**src/rtl/uart_pkg.sv**
```systemverilog
// +-------------------------------------------------------------------+
// | uart_pkg : shared state encoding and counter widths for UART RX  |
// | Rev 1.0                                                           |
// +-------------------------------------------------------------------+
`default_nettype none

package uart_pkg;

  typedef enum logic [1:0] {
    ST_IDLE = 2'd0,
    ST_DATA = 2'd1,
    ST_STOP = 2'd2
  } rx_state_t;

  function automatic int calc_tick_w(input int osr);
    return $clog2(osr);
  endfunction

  function automatic int calc_bit_w(input int data_bits);
    return $clog2(data_bits + 1);
  endfunction

  localparam int DEF_OSR       = 16;
  localparam int DEF_DATA_BITS = 8;
  localparam int TICK_W        = calc_tick_w(DEF_OSR);
  localparam int BIT_W         = calc_bit_w(DEF_DATA_BITS);

endpackage

`default_nettype wire

```
**src/rtl/uart_bit_timer.sv**
```systemverilog
// +-------------------------------------------------------------------+
// | uart_bit_timer : i_en-qualified modulo-OSR tick counter           |
// | Rev 1.0                                                           |
// +-------------------------------------------------------------------+
`default_nettype none

module uart_bit_timer
  import uart_pkg::*;
#(
  parameter int OSR = 16
) (
  input  logic i_clk,
  input  logic i_rst,
  input  logic i_en,
  input  logic i_clr,
  output logic o_tick
);

  localparam int C_TICK_W = calc_tick_w(OSR);

  logic [C_TICK_W-1:0] r_cnt;
  logic                w_last;

  assign w_last = (r_cnt == C_TICK_W'(OSR - 1));
  assign o_tick = i_en & w_last & ~i_clr;

  always_ff @(posedge i_clk or negedge i_rst) begin
    if (!i_rst) begin
      r_cnt <= '0;
    end else if (i_clr) begin
      r_cnt <= '0;
    end else if (i_en) begin
      r_cnt <= w_last ? '0 : r_cnt + 1'b1;
    end
  end

endmodule

`default_nettype wire

```
**src/rtl/uart_rx_deser.sv**
```systemverilog
// +-------------------------------------------------------------------+
// | uart_rx_deser : mid-bit sampler and LSB-first deserializer        |
// | Rev 1.0                                                           |
// +-------------------------------------------------------------------+
`default_nettype none

module uart_rx_deser
  import uart_pkg::*;
#(
  parameter int OSR       = 16,
  parameter int DATA_BITS = 8
) (
  input  logic                 i_clk,
  input  logic                 i_rst,
  input  logic                 i_en,
  input  logic                 i_rx,
  input  logic                 i_found,
  output logic [DATA_BITS-1:0] o_data,
  output logic                 o_valid,
  output logic                 o_frame_err,
  output logic                 o_busy
);

  localparam int C_BIT_W = calc_bit_w(DATA_BITS);

  rx_state_t              r_state;
  logic [C_BIT_W-1:0]     r_bit_cnt;
  logic [DATA_BITS-1:0]   r_shift;
  logic [DATA_BITS-1:0]   r_data;
  logic                   r_valid;
  logic                   r_frame_err;
  logic                   r_busy;
  logic                   w_tick;
  logic                   w_clr;

  // Holding the timer cleared in IDLE keeps the found edge from counting as a tick.
  assign w_clr = (r_state == ST_IDLE);

  uart_bit_timer #(
    .OSR (OSR)
  ) u_bit_timer (
    .i_clk  (i_clk),
    .i_rst  (i_rst),
    .i_en   (i_en),
    .i_clr  (w_clr),
    .o_tick (w_tick)
  );

  always_ff @(posedge i_clk or negedge i_rst) begin
    if (!i_rst) begin
      r_state     <= ST_IDLE;
      r_bit_cnt   <= '0;
      r_shift     <= '0;
      r_data      <= '0;
      r_valid     <= 1'b0;
      r_frame_err <= 1'b0;
      r_busy      <= 1'b0;
    end else begin
      r_valid     <= 1'b0;
      r_frame_err <= 1'b0;
      case (r_state)
        ST_IDLE: begin
          if (i_found) begin
            r_state   <= ST_DATA;
            r_bit_cnt <= '0;
            r_busy    <= 1'b1;
          end
        end
        ST_DATA: begin
          if (w_tick) begin
            r_shift   <= {i_rx, r_shift[DATA_BITS-1:1]};
            r_bit_cnt <= r_bit_cnt + 1'b1;
            if (r_bit_cnt == C_BIT_W'(DATA_BITS - 1)) begin
              r_state <= ST_STOP;
            end
          end
        end
        ST_STOP: begin
          if (w_tick) begin
            r_state <= ST_IDLE;
            r_busy  <= 1'b0;
            if (i_rx) begin
              r_data  <= r_shift;
              r_valid <= 1'b1;
            end else begin
              r_frame_err <= 1'b1;
            end
          end
        end
        default: begin
          r_state <= ST_IDLE;
          r_busy  <= 1'b0;
        end
      endcase
    end
  end

  assign o_data      = r_data;
  assign o_valid     = r_valid;
  assign o_frame_err = r_frame_err;
  assign o_busy      = r_busy;

endmodule

`default_nettype wire

```
**config.mk**
```make
export PLATFORM = sky130hd
export DESIGN_NAME = uart_rx_deser
export DESIGN_NICKNAME = d
export VERILOG_FILES = /design/src/rtl/uart_pkg.sv /design/src/rtl/uart_bit_timer.sv /design/src/rtl/uart_rx_deser.sv
export SDC_FILE = /design/constraint.sdc
export NUM_CORES = 1
export LEC_CHECK = 0
export CORE_UTILIZATION = 53
export DETAILED_ROUTE_END_ITERATION = 16
export PLACE_DENSITY = 0.77
export SYNTH_ARGS = -nofsm -noshare
export SYNTH_HDL_FRONTEND = slang
export SYNTH_HIERARCHICAL = 1
export SYNTH_SLANG_ARGS = --single-unit
```
**constraint.sdc**
```tcl
create_clock -name i_clk -period 2.8 [get_ports i_clk]
set_clock_uncertainty 0.05 [all_clocks]
set_input_delay 0.56 -clock i_clk [delete_from_list [all_inputs] [get_ports i_clk]]
set_output_delay 0.56 -clock i_clk [all_outputs]
set_load 0.01 [all_outputs]
```
Word-level counts from Yosys, hierarchy flattened

Index checks and enable logic that the tools add are counted.

$add $sub $neg: 2
Multiply operators: 0
Divide/modulo/power cells: 0
$lt $le $gt $ge: 0
Equality and inequality tests: 8
Shift operators: 0
Multiplexer cells: 20
Bitwise gates (word level): 4
Reduce and logical (&&, ||, !) cells: 8

Operators with widths:

| operator            | count |
|---|---|
| $mux 4              | 5 |
| $reduce_and 3->1    | 3 |
| $add 4x1->4 const B | 2 |
| $mux 1              | 8 |
| $mux 2              | 4 |
| $pmux 4 s2          | 1 |
| $pmux 2 s3          | 1 |
| $eq 4x3->1 const B  | 1 |
| $eq 4x4->1 const B  | 1 |
| $ne 2x1->1 const B  | 2 |
| $ne 2x2->1 const B  | 2 |
| $reduce_and 4->1    | 1 |
| $reduce_bool 2->1   | 2 |
| $pmux 1 s3          | 1 |
| $and 1x1->1         | 2 |
| $eq 2x1->1 const B  | 1 |
| $eq 2x2->1 const B  | 1 |
| $logic_not 2->1     | 1 |
| $not 1->1           | 2 |
| $reduce_and 2->1    | 1 |

Register bits after elaboration: 29
Latch bits: 0
Memory bits (writable): 0
Bits in read-only memories: 0
Input bits: 5
Output and inout bits: 11
Logic and storage cells: 50
Memories kept: 0

Logic depth before layout (Yosys ltp)

Depth after elaboration: 5
Mapped depth: 7
Depth with buffers taken out: 6

Modules after synthesis

Netlist, hierarchy kept.

Modules (own cells, without submodules):

| module         | times used | cells each | area each (um2) | seq. area each (um2) |
|---|---|---|---|---|
| uart_rx_deser  | 1          | 75         | 1066.0          | 625.6 |
| uart_bit_timer | 1          | 22         | 206.4           | 100.1 |

Worst setup path after synthesis

OpenSTA, ideal clock, no wires.

Path type: reg-to-reg
Start: register r_state[0]
End: register r_shift[2]
Library setup time: 125 ps
Arrival: 1901 ps
Data required time: 2625 ps
Path slack: 724 ps
Cell stages (with the launch flop): 6
Buffers on the path: 1
Clock period less this slack: 2076 ps
Cells stage by stage: dfrtp_1 -> nor2_1 -> nor3_1 -> nand3b_4 -> buf_6 -> mux2_4

Cells in the longest elaborated chain, start to end: 4
Elaborated cells on any way between the ends: 5
Those cells by class: eq/ne: 1; bitwise: 2; reduce/logical: 2

Ends and longest elaborated chain:

| what                       | line                 | RTL |
|---|---|---|
| from (decl)                | uart_rx_deser.sv:26  | `rx_state_t r_state;` |
| from (signal assigned)     | uart_rx_deser.sv:51  | `r_state <= ST_IDLE;` |
| from (signal assigned)     | uart_rx_deser.sv:64  | `r_state <= ST_DATA;` |
| from (signal assigned)     | uart_rx_deser.sv:74  | `r_state <= ST_STOP;` |
| $logic_not 2->1            | uart_rx_deser.sv:37  | `assign w_clr = (r_state == ST_IDLE);` |
| named net w_clr            | uart_rx_deser.sv:34  | `logic w_clr;` |
| $not 1->1                  | uart_bit_timer.sv:25 | `assign o_tick = i_en & w_last & ~i_clr;` |
| $and 1x1->1                | uart_bit_timer.sv:25 |  |
| named net w_tick           | uart_rx_deser.sv:33  | `logic w_tick;` |
| $reduce_and 2->1 (no line) | --                   |  |
| to (signal assigned)       | uart_rx_deser.sv:71  | `r_shift <= {i_rx, r_shift[DATA_BITS-1:1]};` |
| to (decl)                  | uart_rx_deser.sv:28  | `logic [DATA_BITS-1:0] r_shift;` |

The timed path passes the listed nets, and every way through them passes these cells.
A chain may end at the register's enable or synchronous reset.

Worst setup path in the final report

Start: input i_en
End: register r_shift[7]

Cells in the longest elaborated chain, start to end: 3

Ends and longest elaborated chain:

| what                       | line                 | RTL |
|---|---|---|
| from (decl)                | uart_rx_deser.sv:15  | `input logic i_en,` |
| $and 1x1->1 (2 in series)  | uart_bit_timer.sv:25 |  |
| named net w_tick           | uart_rx_deser.sv:33  |  |
| $reduce_and 2->1 (no line) | --                   |  |

The timed path passes the listed nets, and every way through them passes these cells.

==> reports/qor.yml <==
synth:
  ys_warn_count: 6
  synth_area_leaders: "dfrtp_1, mux2_2, mux2_4"
  synth.cell_area_um2: 1272
  yosys.area.top_type_share_pct: 57.03
  synth_nets: 104
  yosys.area.top_type: "dfrtp_1"
  netlist_instances: 97
  synth.avg_cell_area_um2: 13.12
  synth.distinct_cells: 28
  synth_seq_area_share_pct: 57.03
  synth_seq_cells: 29
power:
  p_clk_share_pct: 34.4
  powerDensity_nw_per_um2: 667.3
  seqPwrFrac_pct: 51.0
  combPwrFrac_pct: 14.5
  swShare_pct: 25.91
  power.switching_uw: 267.4
  irDropWorstVdd_mv: 0.6393
  leakage_nw: 0.7311
  p_int_uw: 764.5
  fin_total_pwr_mw: 1.032
sta:
  drv_slew: 0
  whs_ps: 443.1
  tightest_slew_ps: 357.2
  period_minus_slack_ps: 1975
  fin_crit_sh_pct: 70.54
  hold_viol_final: 0
  setup_viol: 0
  relSlewSlack_pct: 76.19
  timing.final.ws_setup_ps: 825.0
  timing.fmax_mhz: 506.3
  fin_tns_setup_ps: 0
  rsz0062_at_grt: "no"
cells_and_area:
  n_fill_cell: 167
  drive_gt1_share_pct: 24.79
  ff_latch_area_um2: 725.7
  num_antenna_cells: 0
  area_growth_pct: 21.53
  multiInputGateArea_um2: 520.5
  layout_common_cells: "dfrtp_1, clkdlybuf4s50_1, mux2_2"
  nets: 127
  layout_commonest_cell: "dfrtp_1"
die:
  coreArea_um2: 2233
  die-area_um2: 2601
  die_h_um: 51
  die_w_um: 51
  rows: 17
  start_util_pct: 56.97
  ios: 16
setup_path:
  crit_chain: "clkdlybuf4s50_1, nand2_2, nor3_1, buf_4, nand3b_4, mux2_4"
  cpPeakStageDelay_ps: 570
  cpMaxStageDelayCell: "clkdlybuf4s50_1"
  critPathKind: "input pin to flop"
  crit_arrival_ps: 2150
  worstSetupEndpointType: "flop"
  worstPathMaxFanout: 12
  critPathRequiredTime_ps: 2970
  cp-start-kind: "input pin"
run:
  maxCapViolations: 0
route:
  antenna_left: 0
  via_per_inst: 5.436
  num_vias: 810
  dr.pass1.iters: 4
  wl_per_cell_um: 14.01
  first_iter_violations: 14
  drt-total-wl_mm: 2.087
  drcViolationCount: 0
min_path:
  min_path_type: "flop to flop"
clock_network:
  path_clk_slew_ps: 90
  htreeDepth: 2
  cts_root_buf: "clkbuf_4"
  cts_resized: 0
  cts_tree: "done"
  cts_setup_buffers: 0
  clock_path_buffers: 2
  cts_hold_buf: 0
  cts_buffers: 5
  insertion_delay_ps: 330
  cts_sinks: 29
place:
  gp_congestion: 0.7885
  port_buffers: 15
  dp_slack_ps: 489.2
  dp_hpwl_mm: 1.407
global_routing:
  grt_max_degree: 30
  grt_use_total_pct: 20.61
  grt_pass1_wl_mm: 3.732
  overflow: 0
  grt_antenna_before_repair: 0
  grt_pass1_vias: 851
run_status:
  outcome: "finished, final reports clean"
-- cell families after synthesis --
logic type | count (synthesis) | synth area share (%)
simple gates | 28 | 13.77
fa+ha+maj | 2 | 1.966
compound gates | 14 | 6.982
flops | 29 | 57.03
xor+xnor | 1 | 0.6884
mux | 18 | 17.50
buf+inv | 5 | 2.064
-- worst max-delay path, delay by kind of cell --
kind	cells	cell delay, ps
buffers and inverters	2	760
multiplexers	1	350
AND/OR/NAND/NOR	3	460
-- power groups by stage --
stage	combinational, mW	sequential, mW	clock, mW
floorplan	0.110	0.519	0
global placement	0.141	0.528	0
detailed placement	0.155	0.533	0
CTS	0.155	0.526	0.365
global route	0.171	0.534	0.378
finish	0.150	0.527	0.355
-- sequential cells by signal, summed over array words and instances, names as in the netlist --
register and flops:
o_busy 1, o_data 8, o_frame_err 1, o_valid 1, r_bit_cnt 4, r_shift 8
r_state 2, u_bit_timer/r_cnt 4
-- metrics by stage --
step                cell area [um^2]  instances  util (%)
detailed placement              1461        141     65.43
global route                    1546        149     69.24
floorplan                       1272         97         -
finish                          1546        149     69.24
CTS                             1546        149     69.24
global placement                1461        141     65.43
-- layout make-up --
| type | instances | area share, % |
|---|---|---|
| flip-flops and latches | 29 | 46.93 |
| inverters | 4 | 0.9709 |
| clock inverters | 1 | 1.942 |
| multi-input cells | 63 | 33.66 |
| clock buffers | 7 | 3.560 |
| repair buffers | 17 | 10.68 |
| well taps | 28 | 2.265 |
-- cell usage after synthesis (all sizes together) --
cell / instances
o211ai: 1
nor2b: 1
o2bb2ai: 2
mux2: 16
nand2: 7
or3: 1
nand2b: 2
ha: 2
a22o: 1
buf: 1
a21oi: 4
o31ai: 1
or3b: 1
nand3b: 2
o21ai: 4
o21bai: 1
inv: 4
nor3: 1
nand3: 5
dfrtp: 29
nor2: 7
mux2i: 2
nand4b: 1
xor2: 1
-- per-layer routing --
layer | vias up | wire length (um) | track usage [%]
li1 | 390 | - | -
met5 | - | 0 | 0
met2 | 17 | 1057 | 32.89
met4 | 0 | 29 | 6.944
met3 | 3 | 108 | 8.929
met1 | 400 | 892 | 24.90
-- worst paths after layout --
check                             start            to  slack (ps)  cells past startpoint
min                        r_bit_cnt[3]  r_bit_cnt[3]         440                      1
max reg2reg                  r_state[0]    r_shift[7]         950                      5
min in group asynchronous         i_rst  r_bit_cnt[0]         540                      2
max in group asynchronous         i_rst    r_shift[0]        1890                      2
max                                i_en    r_shift[7]         820                      6
min reg2reg                r_bit_cnt[3]  r_bit_cnt[3]         440                      1
No activity file was read; power rests on OpenSTA's default activity.
